## config.mk

```make
export PLATFORM = sky130hd
export DESIGN_NAME = nixie_display_arbiter
export DESIGN_NICKNAME = d
export VERILOG_FILES = /design/src/rtl/nixie_pkg.sv /design/src/rtl/seg7_decode.sv /design/src/rtl/nixie_display_arbiter.sv
export SDC_FILE = /design/constraint.sdc
export NUM_CORES = 1
export LEC_CHECK = 0
export BUFFER_PORTS_ARGS = -buffer_cell sky130_fd_sc_hd__buf_2
export CAP_MARGIN = 0
export CORE_ASPECT_RATIO = 1.1
export CORE_MARGIN = 1
export CORE_UTILIZATION = 59
export CTS_CLUSTER_DIAMETER = 60
export DETAILED_ROUTE_END_ITERATION = 10
export MAX_ROUTING_LAYER = met4
export PLACE_DENSITY_LB_ADDON = 0.3
export SLEW_MARGIN = 40
export SYNTH_ARGS = -nofsm -noshare
export SYNTH_HDL_FRONTEND = slang
export SYNTH_SLANG_ARGS = --single-unit
```

## constraint.sdc

```tcl
create_clock -name Sys_CLK -period 3.3 [get_ports Sys_CLK]
set_input_delay 0.66 -clock Sys_CLK [delete_from_list [all_inputs] [get_ports Sys_CLK]]
set_output_delay 0.66 -clock Sys_CLK [all_outputs]
set_load 0.01 [all_outputs]
```

## src/rtl/nixie_pkg.sv

```systemverilog
// Shared types and segment/COM encodings for the nixie display arbiter.
// Active-low segment order is {dp,g,f,e,d,c,b,a}.
package nixie_pkg;

    typedef enum logic [0:0] {
        IDLE = 1'b0,
        HOLD = 1'b1
    } state_e;

    localparam logic [7:0] SEG_0    = 8'hC0;
    localparam logic [7:0] SEG_1    = 8'hF9;
    localparam logic [7:0] SEG_2    = 8'hA4;
    localparam logic [7:0] SEG_3    = 8'hB0;
    localparam logic [7:0] SEG_4    = 8'h99;
    localparam logic [7:0] SEG_5    = 8'h92;
    localparam logic [7:0] SEG_6    = 8'h82;
    localparam logic [7:0] SEG_7    = 8'hF8;
    localparam logic [7:0] SEG_8    = 8'h80;
    localparam logic [7:0] SEG_9    = 8'h90;
    localparam logic [7:0] SEG_DASH = 8'hBF;
    localparam logic [7:0] SEG_E    = 8'h86;
    localparam logic [7:0] SEG_OFF  = 8'hFF;

    localparam logic [1:0] COM_OFF  = 2'b11;
    localparam logic [1:0] COM_ONES = 2'b10;
    localparam logic [1:0] COM_TENS = 2'b01;

    function automatic logic [7:0] seg_of(input logic [3:0] n);
        logic [7:0] s;
        case (n)
            4'd0:    s = SEG_0;
            4'd1:    s = SEG_1;
            4'd2:    s = SEG_2;
            4'd3:    s = SEG_3;
            4'd4:    s = SEG_4;
            4'd5:    s = SEG_5;
            4'd6:    s = SEG_6;
            4'd7:    s = SEG_7;
            4'd8:    s = SEG_8;
            4'd9:    s = SEG_9;
            default: s = SEG_E;
        endcase
        return s;
    endfunction

endpackage

```

## src/rtl/seg7_decode.sv

```systemverilog
// Combinational BCD to active-low seven-segment decoder (no dp).
// Non-BCD nibbles show 'E'; blank_i turns every segment off.
module seg7_decode
    import nixie_pkg::*;
(
    input  logic [3:0] bcd_i,
    input  logic       blank_i,
    output logic [6:0] seg_o
);

    logic [7:0] full;

    always_comb begin
        full  = seg_of(bcd_i);
        seg_o = blank_i ? SEG_OFF[6:0] : full[6:0];
    end

endmodule

```

## src/rtl/nixie_display_arbiter.sv

```systemverilog
// Round-robin owner arbitration with minimum hold plus 2-digit display scan.
// Build option: NIXIE_BLANK_LEADING_ZERO_EN blanks a tens digit of 0.
module nixie_display_arbiter
    import nixie_pkg::*;
#(
    parameter int N_REQ    = 3,
    parameter int SCAN_DIV = 25000,
    parameter int HOLD_CYC = 25000000
) (
    input  logic               Sys_CLK,
    input  logic               Sys_RST,
    input  logic [N_REQ-1:0]   req,
    input  logic [8*N_REQ-1:0] req_data,
    input  logic               EN,
    output logic [N_REQ-1:0]   grant,
    output logic [N_REQ-1:0]   ack,
    output logic [1:0]         COM,
    output logic [7:0]         SEG
);

    localparam int IW = $clog2(N_REQ);
    localparam int HW = (HOLD_CYC > 1) ? $clog2(HOLD_CYC) : 1;
    localparam int SW = (SCAN_DIV > 1) ? $clog2(SCAN_DIV) : 1;

    // Highest priority is last+1, the previous owner itself comes last.
    function automatic logic [IW-1:0] rr_pick(
        input logic [N_REQ-1:0] r,
        input logic [IW-1:0]    last
    );
        logic [IW-1:0] pick;
        int            idx;
        pick = last;
        for (int i = N_REQ; i >= 1; i--) begin
            idx = (int'(last) + i) % N_REQ;
            if (r[idx[IW-1:0]]) pick = idx[IW-1:0];
        end
        return pick;
    endfunction

    state_e         state_q, state_d;
    logic [IW-1:0]  last_q, last_d;
    logic [HW-1:0]  hold_q, hold_d;
    logic [7:0]     data_q, data_d;
    logic           dash_q, dash_d;
    logic [N_REQ-1:0] grant_q, grant_d;
    logic [N_REQ-1:0] ack_q, ack_d;
    logic [SW-1:0]  scan_q;
    logic           digit_q;
    logic [1:0]     com_q;
    logic [7:0]     seg_q;

    logic [IW-1:0]    pick;
    logic [N_REQ-1:0] pick_oh;

    assign pick    = rr_pick(req, last_q);
    assign pick_oh = N_REQ'(1) << pick;

    always_comb begin
        state_d = state_q;
        last_d  = last_q;
        hold_d  = hold_q;
        data_d  = data_q;
        dash_d  = dash_q;
        grant_d = grant_q;
        ack_d   = '0;
        unique case (state_q)
            IDLE: begin
                if (|req) begin
                    data_d  = req_data[{pick, 3'b000} +: 8];
                    dash_d  = 1'b0;
                    ack_d   = pick_oh;
                    grant_d = pick_oh;
                    hold_d  = HW'(HOLD_CYC - 1);
                    last_d  = pick;
                    state_d = HOLD;
                end
            end
            HOLD: begin
                if (hold_q == '0) begin
                    if (|req) begin
                        data_d  = req_data[{pick, 3'b000} +: 8];
                        ack_d   = pick_oh;
                        grant_d = pick_oh;
                        hold_d  = HW'(HOLD_CYC - 1);
                        last_d  = pick;
                    end else begin
                        grant_d = '0;
                        state_d = IDLE;
                    end
                end else begin
                    hold_d = hold_q - 1'b1;
                    if (req[last_q]) begin
                        data_d = req_data[{last_q, 3'b000} +: 8];
                        ack_d  = grant_q;
                    end
                end
            end
            default: state_d = IDLE;
        endcase
    end

    logic [3:0] nib;
    logic       blank;
    logic [6:0] dec;
    logic [6:0] body;
    logic       dp_n;

    assign nib = digit_q ? data_q[7:4] : data_q[3:0];
`ifdef NIXIE_BLANK_LEADING_ZERO_EN
    assign blank = digit_q && (data_q[7:4] == 4'd0);
`else
    assign blank = 1'b0;
`endif

    seg7_decode u_dec (
        .bcd_i   (nib),
        .blank_i (blank),
        .seg_o   (dec)
    );

    assign body = dash_q ? SEG_DASH[6:0] : dec;
    assign dp_n = !(!digit_q && (|grant_q));

    always_ff @(posedge Sys_CLK or posedge Sys_RST) begin
        if (Sys_RST) begin
            state_q <= IDLE;
            last_q  <= IW'(N_REQ - 1);
            hold_q  <= '0;
            data_q  <= '0;
            dash_q  <= 1'b1;
            grant_q <= '0;
            ack_q   <= '0;
            scan_q  <= '0;
            digit_q <= 1'b0;
            com_q   <= COM_OFF;
            seg_q   <= SEG_OFF;
        end else begin
            state_q <= state_d;
            last_q  <= last_d;
            hold_q  <= hold_d;
            data_q  <= data_d;
            dash_q  <= dash_d;
            grant_q <= grant_d;
            ack_q   <= ack_d;
            if (scan_q == SW'(SCAN_DIV - 1)) begin
                scan_q  <= '0;
                digit_q <= ~digit_q;
            end else begin
                scan_q <= scan_q + 1'b1;
            end
            com_q <= EN ? (digit_q ? COM_TENS : COM_ONES) : COM_OFF;
            seg_q <= EN ? {dp_n, body} : SEG_OFF;
        end
    end

    assign grant = grant_q;
    assign ack   = ack_q;
    assign COM   = com_q;
    assign SEG   = seg_q;

endmodule

```

Word level (Yosys, flattened, before mapping)
Memory sizes are Yosys's and may differ from the RTL's. Index checks and enable logic that the tools add are counted.

Bits in registers: 69. Latch bits: 0. Memory bits (writable): 0. Memory bits (read-only): 112. Output and inout port bits: 16. Memories: 1.

Memory list: (name not given) (words 16, bits a word 7, rd ports 1, clocked after Yosys merged registers in 0, write ports 0, RTL line nixie_pkg.sv:30) `case (n)`.

Add/subtract/negate cells: 5. Multiply operators: 0. Div/mod/pow operators: 3. Magnitude comparators: 4. Equality and inequality tests: 4. Shift operators: 3. Muxes and demuxes: 37. Bitwise operators: 2. Reductions and logical operators: 8.

Operators with widths (count): 32-bit by 3-bit modulo with 32-bit output, second input constant (3); 25-bit two-way mux (2); 25-bit case mux with 2 select lines (1); 24-bit by 6-bit indexed part select with 8-bit output (2); 8-bit two-way mux (4); 25-bit zero test (1); 25-bit by 1-bit subtractor with 25-bit output, second input constant (1); 8-bit case mux with 2 select lines (1); 15-bit by 1-bit adder with 15-bit output, second input constant (1); 15-bit == test, second input constant (1); 15-bit two-way mux (1); 3-bit two-way mux (5); 2-bit two-way mux (7); 2-bit by 3-bit < comparator with 1-bit output, second input constant (4); 3-bit case mux with 2 select lines (2); 1-bit binary-select mux with 2-bit select (4); 7-bit two-way mux (1); 2-bit by 2-bit adder with 3-bit output, second input constant (2); 1-bit two-way mux (6); 3-bit OR reduction (2); 4-bit two-way mux (1); 2-bit case mux with 2 select lines (1); 2-bit AND reduction (2); 2-bit by 1-bit adder with 3-bit output, second input constant (1); other kinds (8) (10).

Longest topological paths before layout
Gate-level depths: netlist (run 1).

Depth in word-level cells: 11. Gate-level depth with buffers: 12. Gate-level depth less buffers: 8.

Cells and area by module
Synthesis (run 1) repeated with hierarchy kept, for this count alone.

Cells, all modules: 418. Area total of the unflattened synthesis: 4055.1 sq um.

By module, submodules not included: nixie_display_arbiter (instances 1, cells an instance 386, area an instance 3831.2 sq um, seq. area each 1741.7 sq um); seg7_decode (instances 1, cells an instance 32, area an instance 224.0 sq um, seq. area each 0.0 sq um).

Least setup slack after synthesis (run 1)
Ideal clock, no wire load.

Path kind: reg-to-reg. Start: register last_q[1]. End: register data_q[0]. Library setup time: 0.134 ns. Arrival time: 2.480 ns. Data required time: 3.166 ns. Setup slack: 0.686 ns. Stages on the path, launching flop included: 13. Buffers on the path: 4. Cell sequence: dfstp_2 clkbuf_8 buf_2 inv_1 ha_1 buf_2 mux2i_1 or3b_1 a21oi_1 o21ai_0 buf_2 a311oi_1 o21ai_0.

Cells in the longest elaborated chain, start to end: 11. Elaborated cells on any way between the ends: 24. Classes of those cells: add/sub: 3; div: 3; eq/ne: 1; shift: 2; mux: 15.

Ends and longest elaborated chain: start, declared (RTL line nixie_display_arbiter.sv:41) `logic [IW-1:0] last_q, last_d;`; start signal, assigned (RTL line nixie_display_arbiter.sv:127) `last_q <= IW'(N_REQ - 1);`; start signal, assigned (RTL line nixie_display_arbiter.sv:139) `last_q <= last_d;`; 2-bit by 2-bit adder with 3-bit output (RTL line nixie_display_arbiter.sv:34) `idx = (int'(last) + i) % N_REQ;`; 32-bit by 3-bit modulo with 32-bit output (RTL line nixie_display_arbiter.sv:34); 1-bit binary-select mux with 2-bit select (RTL line nixie_display_arbiter.sv:35) `if (r[idx[IW-1:0]]) pick = idx[IW-1:0];`; 1-bit two-way mux (not written as such) (RTL line nixie_display_arbiter.sv:35); 2-bit two-way mux (3 in a row) (RTL line nixie_display_arbiter.sv:35); 24-bit by 6-bit indexed part select with 8-bit output (RTL line nixie_display_arbiter.sv:69, nixie_display_arbiter.sv:81); 8-bit two-way mux (RTL line nixie_display_arbiter.sv:68, nixie_display_arbiter.sv:80); 8-bit two-way mux (RTL line nixie_display_arbiter.sv:79) `if (hold_q == '0) begin`; 8-bit case mux with 2 select lines (RTL line nixie_display_arbiter.sv:66) `unique case (state_q)`; end signal, assigned (RTL line nixie_display_arbiter.sv:141) `data_q <= data_d;`; end, declared (RTL line nixie_display_arbiter.sv:43) `logic [7:0] data_q, data_d;`.

Parallel ways exist; a longest one is shown, timed or not. The select of a mux whose other input is x is not followed. A chain may end at the register's enable or synchronous reset.

Worst setup path after layout (run 1)
Start: register last_q[1]. End: register data_q[7].

The elaborated chain is that of the path after synthesis.

==> impl_summary.log, run 1 <==
INFO  metric run_status = finished, final reports clean
INFO  metric floorplan.initialDensity = 61.06%
INFO  metric synth_edf_count = 0
INFO  metric seq_power_share = 46.0%
INFO  metric power.share.combinational = 16.9%
INFO  metric cts_tree = done
INFO  metric yosysMostFrequentCell = sky130_fd_sc_hd__dfrtp_1
INFO  metric drive_above_1_share = a little under a quarter
INFO  metric cp_num_buf_inv = 0
INFO  metric synth-warning-count = 0
INFO  metric main_combinational_cell_family_by_area_after_synthesis = simple AND/OR/NAND/NOR gates
INFO  metric yosysTopAreaCellShare = 35.43%
INFO  metric report.power.total = between 2 and 2.5 mW
INFO  metric max-slew-margin-rel = about three fifths
INFO  metric antenna_left = 0
INFO  metric post_synthesis_xor_xnor_area_fraction = 5.438%
INFO  metric top_level_ports = 46
INFO  metric final.fill_count = 512
INFO  metric gr-usage-all-layers = 28.89%
INFO  metric synth_top_cells_by_count = sky130_fd_sc_hd__dfrtp_1, sky130_fd_sc_hd__nor2_1, sky130_fd_sc_hd__nand2_1
INFO  metric grt_setup_unrepaired = false
INFO  metric synth_simple_gate_area_share = about a fifth
INFO  metric maxCapViolations = 0
INFO  metric synth_compound_gate_area_share = 16.63%
INFO  metric postCtsSetupRepairBufs = 0
INFO  metric synth_largest_area_cell = sky130_fd_sc_hd__dfrtp_1
INFO  metric synthesized_netlist_net_count = approximately 450
INFO  metric pin_count_of_the_biggest_net_entering_global_routing = 70
INFO  metric gr-total-overflow = 0
INFO  metric n_antenna_cell = 0
INFO  metric critical_path_peak_fanout = 13
INFO  metric power.net_switching = 0.6581 mW
INFO  metric post_synth_inst_count = 407
INFO  metric worst_max_slew_pin_slew = 609.7 ps
INFO  metric postSynthRegisterBits = 69
INFO  metric cp_common_cell = sky130_fd_sc_hd__mux2i_1
INFO  metric timing.critical_path.depth = 7
INFO  metric cts_num_sinks = 69
INFO  metric cpPeakStageDelay = 670 ps
INFO  metric grt_pass1_wl = 15020 um
INFO  metric endpoint_kind = register
INFO  metric viasPerCell = 6.140
INFO  metric root_buffer = sky130_fd_sc_hd__clkbuf_8
INFO  metric cts_hold_buf = 0
INFO  metric gates_resized_cts_repair = 0
INFO  metric clkTransAtPathRegs = 90 ps
INFO  metric cts-htree-levels = 3
INFO  metric dieWidth = 80.77 um
INFO  metric core-area = roughly 0.0066 sq mm
INFO  metric achievable-frequency = 367.7 MHz
INFO  metric crit_slowest_cell = sky130_fd_sc_hd__dfstp_2
INFO  metric vdd_ir_drop_max = about 0.42 mV
INFO  metric internal_power = roughly 1.5 mW
INFO  metric period_minus_slack = 2720 ps
INFO  metric timing.reg2reg.worst_path_depth = 7
INFO  metric critical_path_class = reg2reg
INFO  metric share_clk_of_total_power = 37.0%
INFO  metric route.detailed.wl_per_inst = 17.28 um
INFO  metric timing.critical_path.cells = ha_1, mux2i_1, o21ai_0, a21oi_1, o21a_1, mux2i_1, a211oi_1
INFO  metric via_count = approximately 3300
INFO  metric yosys.area_share.adder = ~3.4%
INFO  metric dieArea = about 0.007 sq mm
INFO  metric crit_arrival = between 2000 and 3000 ps
INFO  metric worst_hold_path_type = in2async
INFO  metric clkLatencyLatePin = 360 ps
INFO  metric power_leakage = 1.923 nW
INFO  metric firstDrtPassIters = 4
INFO  metric tritoncts_buffer_count = 9
INFO  metric skew = 10.51 ps
INFO  metric area_growth = 12.31%
INFO  metric fin_nets = 491
INFO  metric synth_flop_cell = sky130_fd_sc_hd__dfrtp_1
INFO  metric clock_tree_buffer_depth = 2
INFO  metric hpwlAfterDp = approximately 6300 um
INFO  metric pre_cts_slack = 662.6 ps
INFO  metric via_count_of_the_first_global_routing_pass = between 3000 and 4000
INFO  metric drcViolationCount = 0
INFO  metric final_count_of_pins_violating_max_slew = 0
INFO  metric netlist-cell-type-count = 68
INFO  metric report.final.setup_viol = 0
INFO  metric ys_seq_area_share = between 40% and 50%
INFO  metric power_switching_share = 30.15%
INFO  metric cellPowerDensity = ~480 mW/mm^2
INFO  metric report.final.hold_viol_count = 0
INFO  metric gp_congestion = 0.8567
INFO  metric setup_tns_final = 0 ps
INFO  metric grt_antenna_before_repair = 0
INFO  metric crit_required = 3560 ps
INFO  metric worst_slack = between 500 and 600 ps
INFO  metric rows = 31
INFO  metric mean_cell_area_of_the_mapped_netlist = 9.893 sq um
INFO  metric critical-path-top-delay-family = compound AO/OA/AOI/OAI gates
INFO  metric port-buffer-count = 45
INFO  metric async_reset_ff_share = 100.0%
INFO  metric post_synth_main_area_contributors = sky130_fd_sc_hd__dfrtp_1, sky130_fd_sc_hd__dfstp_2, sky130_fd_sc_hd__mux2i_1
INFO  metric aggregate_routed_wire_length = 9277 um
INFO  metric min_period_over_period = 82.41%
INFO  metric detailedRoute.firstIterationViolations = about 260
INFO  metric crit_path_start_kind = register
INFO  metric die_height = a little under 90 um
INFO  metric post_synth_mux_area_share = 7.085%
INFO  metric syn_area = 0.004026 sq mm
layout by cell type (no fill, tap or decap), types with 4 or more instances in the layout:
cell                       Yosys  routed
sky130_fd_sc_hd__a21oi_1      22      22
sky130_fd_sc_hd__nor2b_1       5       5
sky130_fd_sc_hd__o21ai_0      26      26
sky130_fd_sc_hd__inv_1        10       9
sky130_fd_sc_hd__a22o_1        4       4
sky130_fd_sc_hd__mux2i_1      24      24
sky130_fd_sc_hd__xor2_1       12      12
sky130_fd_sc_hd__ha_1         11      11
sky130_fd_sc_hd__dfrtp_1      57      57
sky130_fd_sc_hd__buf_4         1       4
sky130_fd_sc_hd__o22ai_1       6       6
sky130_fd_sc_hd__clkbuf_8      2       9
sky130_fd_sc_hd__o211ai_1      4       4
sky130_fd_sc_hd__dfstp_2      12      12
sky130_fd_sc_hd__inv_6         0       4
sky130_fd_sc_hd__nor3_1        8       8
sky130_fd_sc_hd__xnor2_1      13      13
sky130_fd_sc_hd__mux2_2        4       4
sky130_fd_sc_hd__buf_2         9      45
sky130_fd_sc_hd__a211oi_1      4       4
sky130_fd_sc_hd__nand4_1       5       5
sky130_fd_sc_hd__nand3_1      18      18
sky130_fd_sc_hd__nand2_1      32      32
sky130_fd_sc_hd__nand2b_1      5       5
sky130_fd_sc_hd__nand3b_1      6       6
sky130_fd_sc_hd__nor4_1        4       4
sky130_fd_sc_hd__nor2_1       37      37
path summary, 6_finish.rpt:
kind / start / to / slack (ps)
setup reg to reg: last_q[1] / data_q[7] / 580
hold reg to reg: dash_q / dash_q / 480
setup / recovery: last_q[1] / data_q[7] / 580
min in group Sys_CLK: dash_q / dash_q / 480
max in group asynchronous: Sys_RST / SEG[2] / 2600
hold / removal: Sys_RST / scan_q[14] / 340
per-layer routing:
layer  global-route usage [%]  vias up  share of wire [%]
met5                        -        -                  0
met1                    36.60     1574                 43
li1                         -     1564                  -
met4                    16.40        0                3.8
met2                    44.07      124                 48
met3                    4.433       35                5.3
final cells by class:
class	count	area (sq um)	area share, %
Inverter	10	37.54	0.8301
Multi-Input combinational cell	310	2138	47.29
Timing Repair Buffer	50	275.3	6.087
Sequential cell	69	1742	38.52
Clock inverter	7	102.6	2.269
Tap cell	82	102.6	2.269
Clock buffer	9	123.9	2.739
kinds of logic after synthesis:
logic type	count (synthesis)
buffers and inverters	28
XOR/XNOR	25
adder cells (fa/ha/maj)	11
multiplexers	28
AND/OR/NAND/NOR	147
AO/OA/AOI/OAI	99
flip-flops	69
worst min-delay path, cell delays in order:
cell and delay (ps):
sky130_fd_sc_hd__buf_2 100, sky130_fd_sc_hd__inv_2 60, sky130_fd_sc_hd__buf_12 300
sequential cells by signal, indices dropped and copies added, names as in the netlist:
register / count
ack: 3
scan_q: 15
digit_q: 1
grant: 3
hold_q: 25
SEG: 8
last_q: 2
state_q: 1
COM: 2
dash_q: 1
data_q: 8
power by group through the flow:
stage	combinational [mW]	sequential, mW	clock [mW]
2_1_floorplan	0.249	1.01	0
3_3_place_gp	0.349	1.01	0
3_5_place_dp	0.363	1.02	0
4_1_cts	0.368	1.00	0.813
5_1_grt	0.408	1.01	0.855
6_report	0.370	1.00	0.808
through the flow:
stage | area, sq um | utilization (%) | hold slack [ps] | cells
5_1_grt | 4522 | 68.58 | 384.4 | 537
6_report | 4522 | 68.58 | 342.6 | 537
4_1_cts | 4522 | 68.58 | 376.3 | 537
2_1_floorplan | 4026 | - | 448.1 | 407
3_3_place_gp | 4287 | 65.01 | 465.2 | 521
3_5_place_dp | 4295 | 65.14 | 468.1 | 521
Power figures use the tool's default switching activity.
==> run 2: changes to the inputs <==
--- a/config.mk
+++ b/config.mk
@@ -9,7 +9,7 @@
 export CAP_MARGIN = 0
 export CORE_ASPECT_RATIO = 1.1
 export CORE_MARGIN = 1
-export CORE_UTILIZATION = 59
+export CORE_UTILIZATION = 53
 export CTS_CLUSTER_DIAMETER = 60
 export DETAILED_ROUTE_END_ITERATION = 10
 export MAX_ROUTING_LAYER = met4
==> constraint.sdc (replaced) <==
create_clock -name Sys_CLK -period 2.4 [get_ports Sys_CLK]
set_input_delay 0.48 -clock Sys_CLK [delete_from_list [all_inputs] [get_ports Sys_CLK]]
set_output_delay 0.48 -clock Sys_CLK [all_outputs]
set_load 0.01 [all_outputs]
==> impl_summary.log, run 2 (synthesized netlist as in run 1, its figures left out) <==
INFO  metric power_leakage = 2.019 nW
INFO  metric core-area = 0.007167 sq mm
INFO  metric cts_tree = done
INFO  metric run_status = finished, final reports clean
INFO  metric worst_hold_path_type = in2async
INFO  metric gr-usage-all-layers = between 20% and 30%
INFO  metric stdcell_count = 559
INFO  metric detailedRoute.firstIterationViolations = between 200 and 300
INFO  metric pre_cts_slack = about 24 ps
INFO  metric n_antenna_cell = 0
INFO  metric via_count_of_the_first_global_routing_pass = 3282
INFO  metric area_growth = 17.06%
INFO  metric crit_path_start_kind = register
INFO  metric cellPowerDensity = just over 600 mW/mm^2
INFO  metric period_minus_slack = 2270 ps
INFO  metric pin_count_of_the_biggest_net_entering_global_routing = 70
INFO  metric root_buffer = sky130_fd_sc_hd__clkbuf_8
INFO  metric cts_num_sinks = between 60 and 70
INFO  metric setup_tns_final = 0 ps
INFO  metric crit_required = between 2000 and 3000 ps
INFO  metric report.power.total = 2.914 mW
INFO  metric vdd_ir_drop_max = around 0.44 mV
INFO  metric grt_antenna_before_repair = 0
INFO  metric via_count = 3391
INFO  metric endpoint_kind = register
INFO  metric reg2reg_setup_slack = 130 ps
INFO  metric dieArea = 0.007950 sq mm
INFO  metric hpwlAfterDp = 6341 um
INFO  metric largest_reg_flops = 25
INFO  metric port-buffer-count = 45
INFO  metric final_count_of_pins_violating_max_slew = 0
INFO  metric fin_nets = 510
INFO  metric viasPerCell = 6.066
INFO  metric min_period_over_period = 94.60%
INFO  metric gr-total-overflow = 0
INFO  metric maxCapViolations = 0
INFO  metric firstDrtPassIters = 4
INFO  metric antenna_left = 0
INFO  metric top_level_ports = 46
INFO  metric report.final.hold_viol_count = 0
INFO  metric clock_tree_buffer_depth = 2
INFO  metric rows = 32
INFO  metric floorplan.initialDensity = 56.18%
INFO  metric grt_pass1_wl = about 15000 um
INFO  metric clkTransAtPathRegs = 80 ps
INFO  metric max-slew-margin-rel = between 60% and 70%
INFO  metric achievable-frequency = between 400 and 500 MHz
INFO  metric crit_arrival = ~2600 ps
INFO  metric drcViolationCount = 0
INFO  metric timing.reg2reg.worst_path_depth = 9
INFO  metric reg2reg_end = data_q[1]
INFO  metric die_height = 93.42 um
INFO  metric largest_registers = hold_q (25), scan_q (15)
INFO  metric skew = 4.642 ps
INFO  metric top_register = hold_q
INFO  metric clkLatencyLatePin = 360 ps
INFO  metric critical_path_class = reg2reg
INFO  metric aggregate_routed_wire_length = between 9000 and 10000 um
INFO  metric r2r-start = last_q[1]
INFO  metric route.detailed.wl_per_inst = 16.64 um
INFO  metric worst_max_slew_pin_slew = a little under 600 ps
INFO  metric critical_path_peak_fanout = 10
INFO  metric layout.cells.most_common = sky130_fd_sc_hd__dfrtp_1
INFO  metric place_inst = ~540
INFO  metric worst_slack = 129.5 ps
INFO  metric dieWidth = 85.11 um
INFO  metric most-common-layout-cells = sky130_fd_sc_hd__dfrtp_1, sky130_fd_sc_hd__buf_2, sky130_fd_sc_hd__nor2_1, sky130_fd_sc_hd__nand2_1, sky130_fd_sc_hd__mux2i_1
INFO  metric grt_setup_unrepaired = false
INFO  metric gp_congestion = 0.8129
INFO  metric tritoncts_buffer_count = 9
INFO  metric report.final.setup_viol = 0
INFO  metric drive_above_1_share = 27.64%
INFO  metric cts-htree-levels = 3
run 2: worst max-delay path by stage:
stage | startpoint | end | depth (start not counted)
after floorplan | last_q[1] | data_q[0] | 12
after global placement | hold_q[0] | hold_q[18] | 8
after detailed placement | last_q[1] | data_q[6] | 7
after CTS | hold_q[0] | data_q[5] | 8
after global routing | hold_q[18] | data_q[3] | 6
final | last_q[1] | data_q[1] | 9
run 2: per-layer routing:
layer,vias to the layer above,global-route usage (%),wire (um)
li1,1600,-,-
met1,1691,31.05,4025
met2,82,41.20,4728
met3,18,4.766,360
met4,0,9.887,184
met5,-,-,0
run 2: layout make-up:
cell class | count | area [sq um]
multi-input cells | 311 | 2198
clock inverters | 7 | 82.58
clock buffers | 9 | 123.9
flip-flops and latches | 69 | 1742
inverters | 10 | 37.54
fillers | 560 | 2454
well taps | 85 | 106.4
repair buffers | 68 | 422.9
run 2: through the flow:
step | hold WS [ps] | utilization (%) | instance area [sq um]
5_1_grt | 210.5 | 65.76 | 4713
6_report | 189.6 | 65.76 | 4713
2_1_floorplan | 448.1 | - | 4051
3_3_place_gp | 463.7 | 61.21 | 4387
4_1_cts | 200.0 | 64.09 | 4593
3_5_place_dp | 467.9 | 61.21 | 4387
run 2: report_power, final:
part | switching, mW | internal [mW]
logic | 0.289 | 0.234
registers | 0.109 | 1.28
clock network | 0.505 | 0.496
run 2: repair_timing:
| item | CTS | global route |
|---|---|---|
| gates resized for setup | 0 | 9 |
| setup endpoints to repair | 0 | 26 |
| buffers inserted | 0 | 6 |
| hold buffers | 0 | 0 |
run 2: critical path, stage by stage, from the launching register on:
cell	delay, ps
sky130_fd_sc_hd__dfstp_2	580
sky130_fd_sc_hd__buf_4	220
sky130_fd_sc_hd__ha_1	230
sky130_fd_sc_hd__nand3b_1	130
sky130_fd_sc_hd__o21ai_0	90
sky130_fd_sc_hd__a21bo_2	230
sky130_fd_sc_hd__o21a_2	260
sky130_fd_sc_hd__buf_4	180
sky130_fd_sc_hd__nand3b_1	180
sky130_fd_sc_hd__nand4_1	110
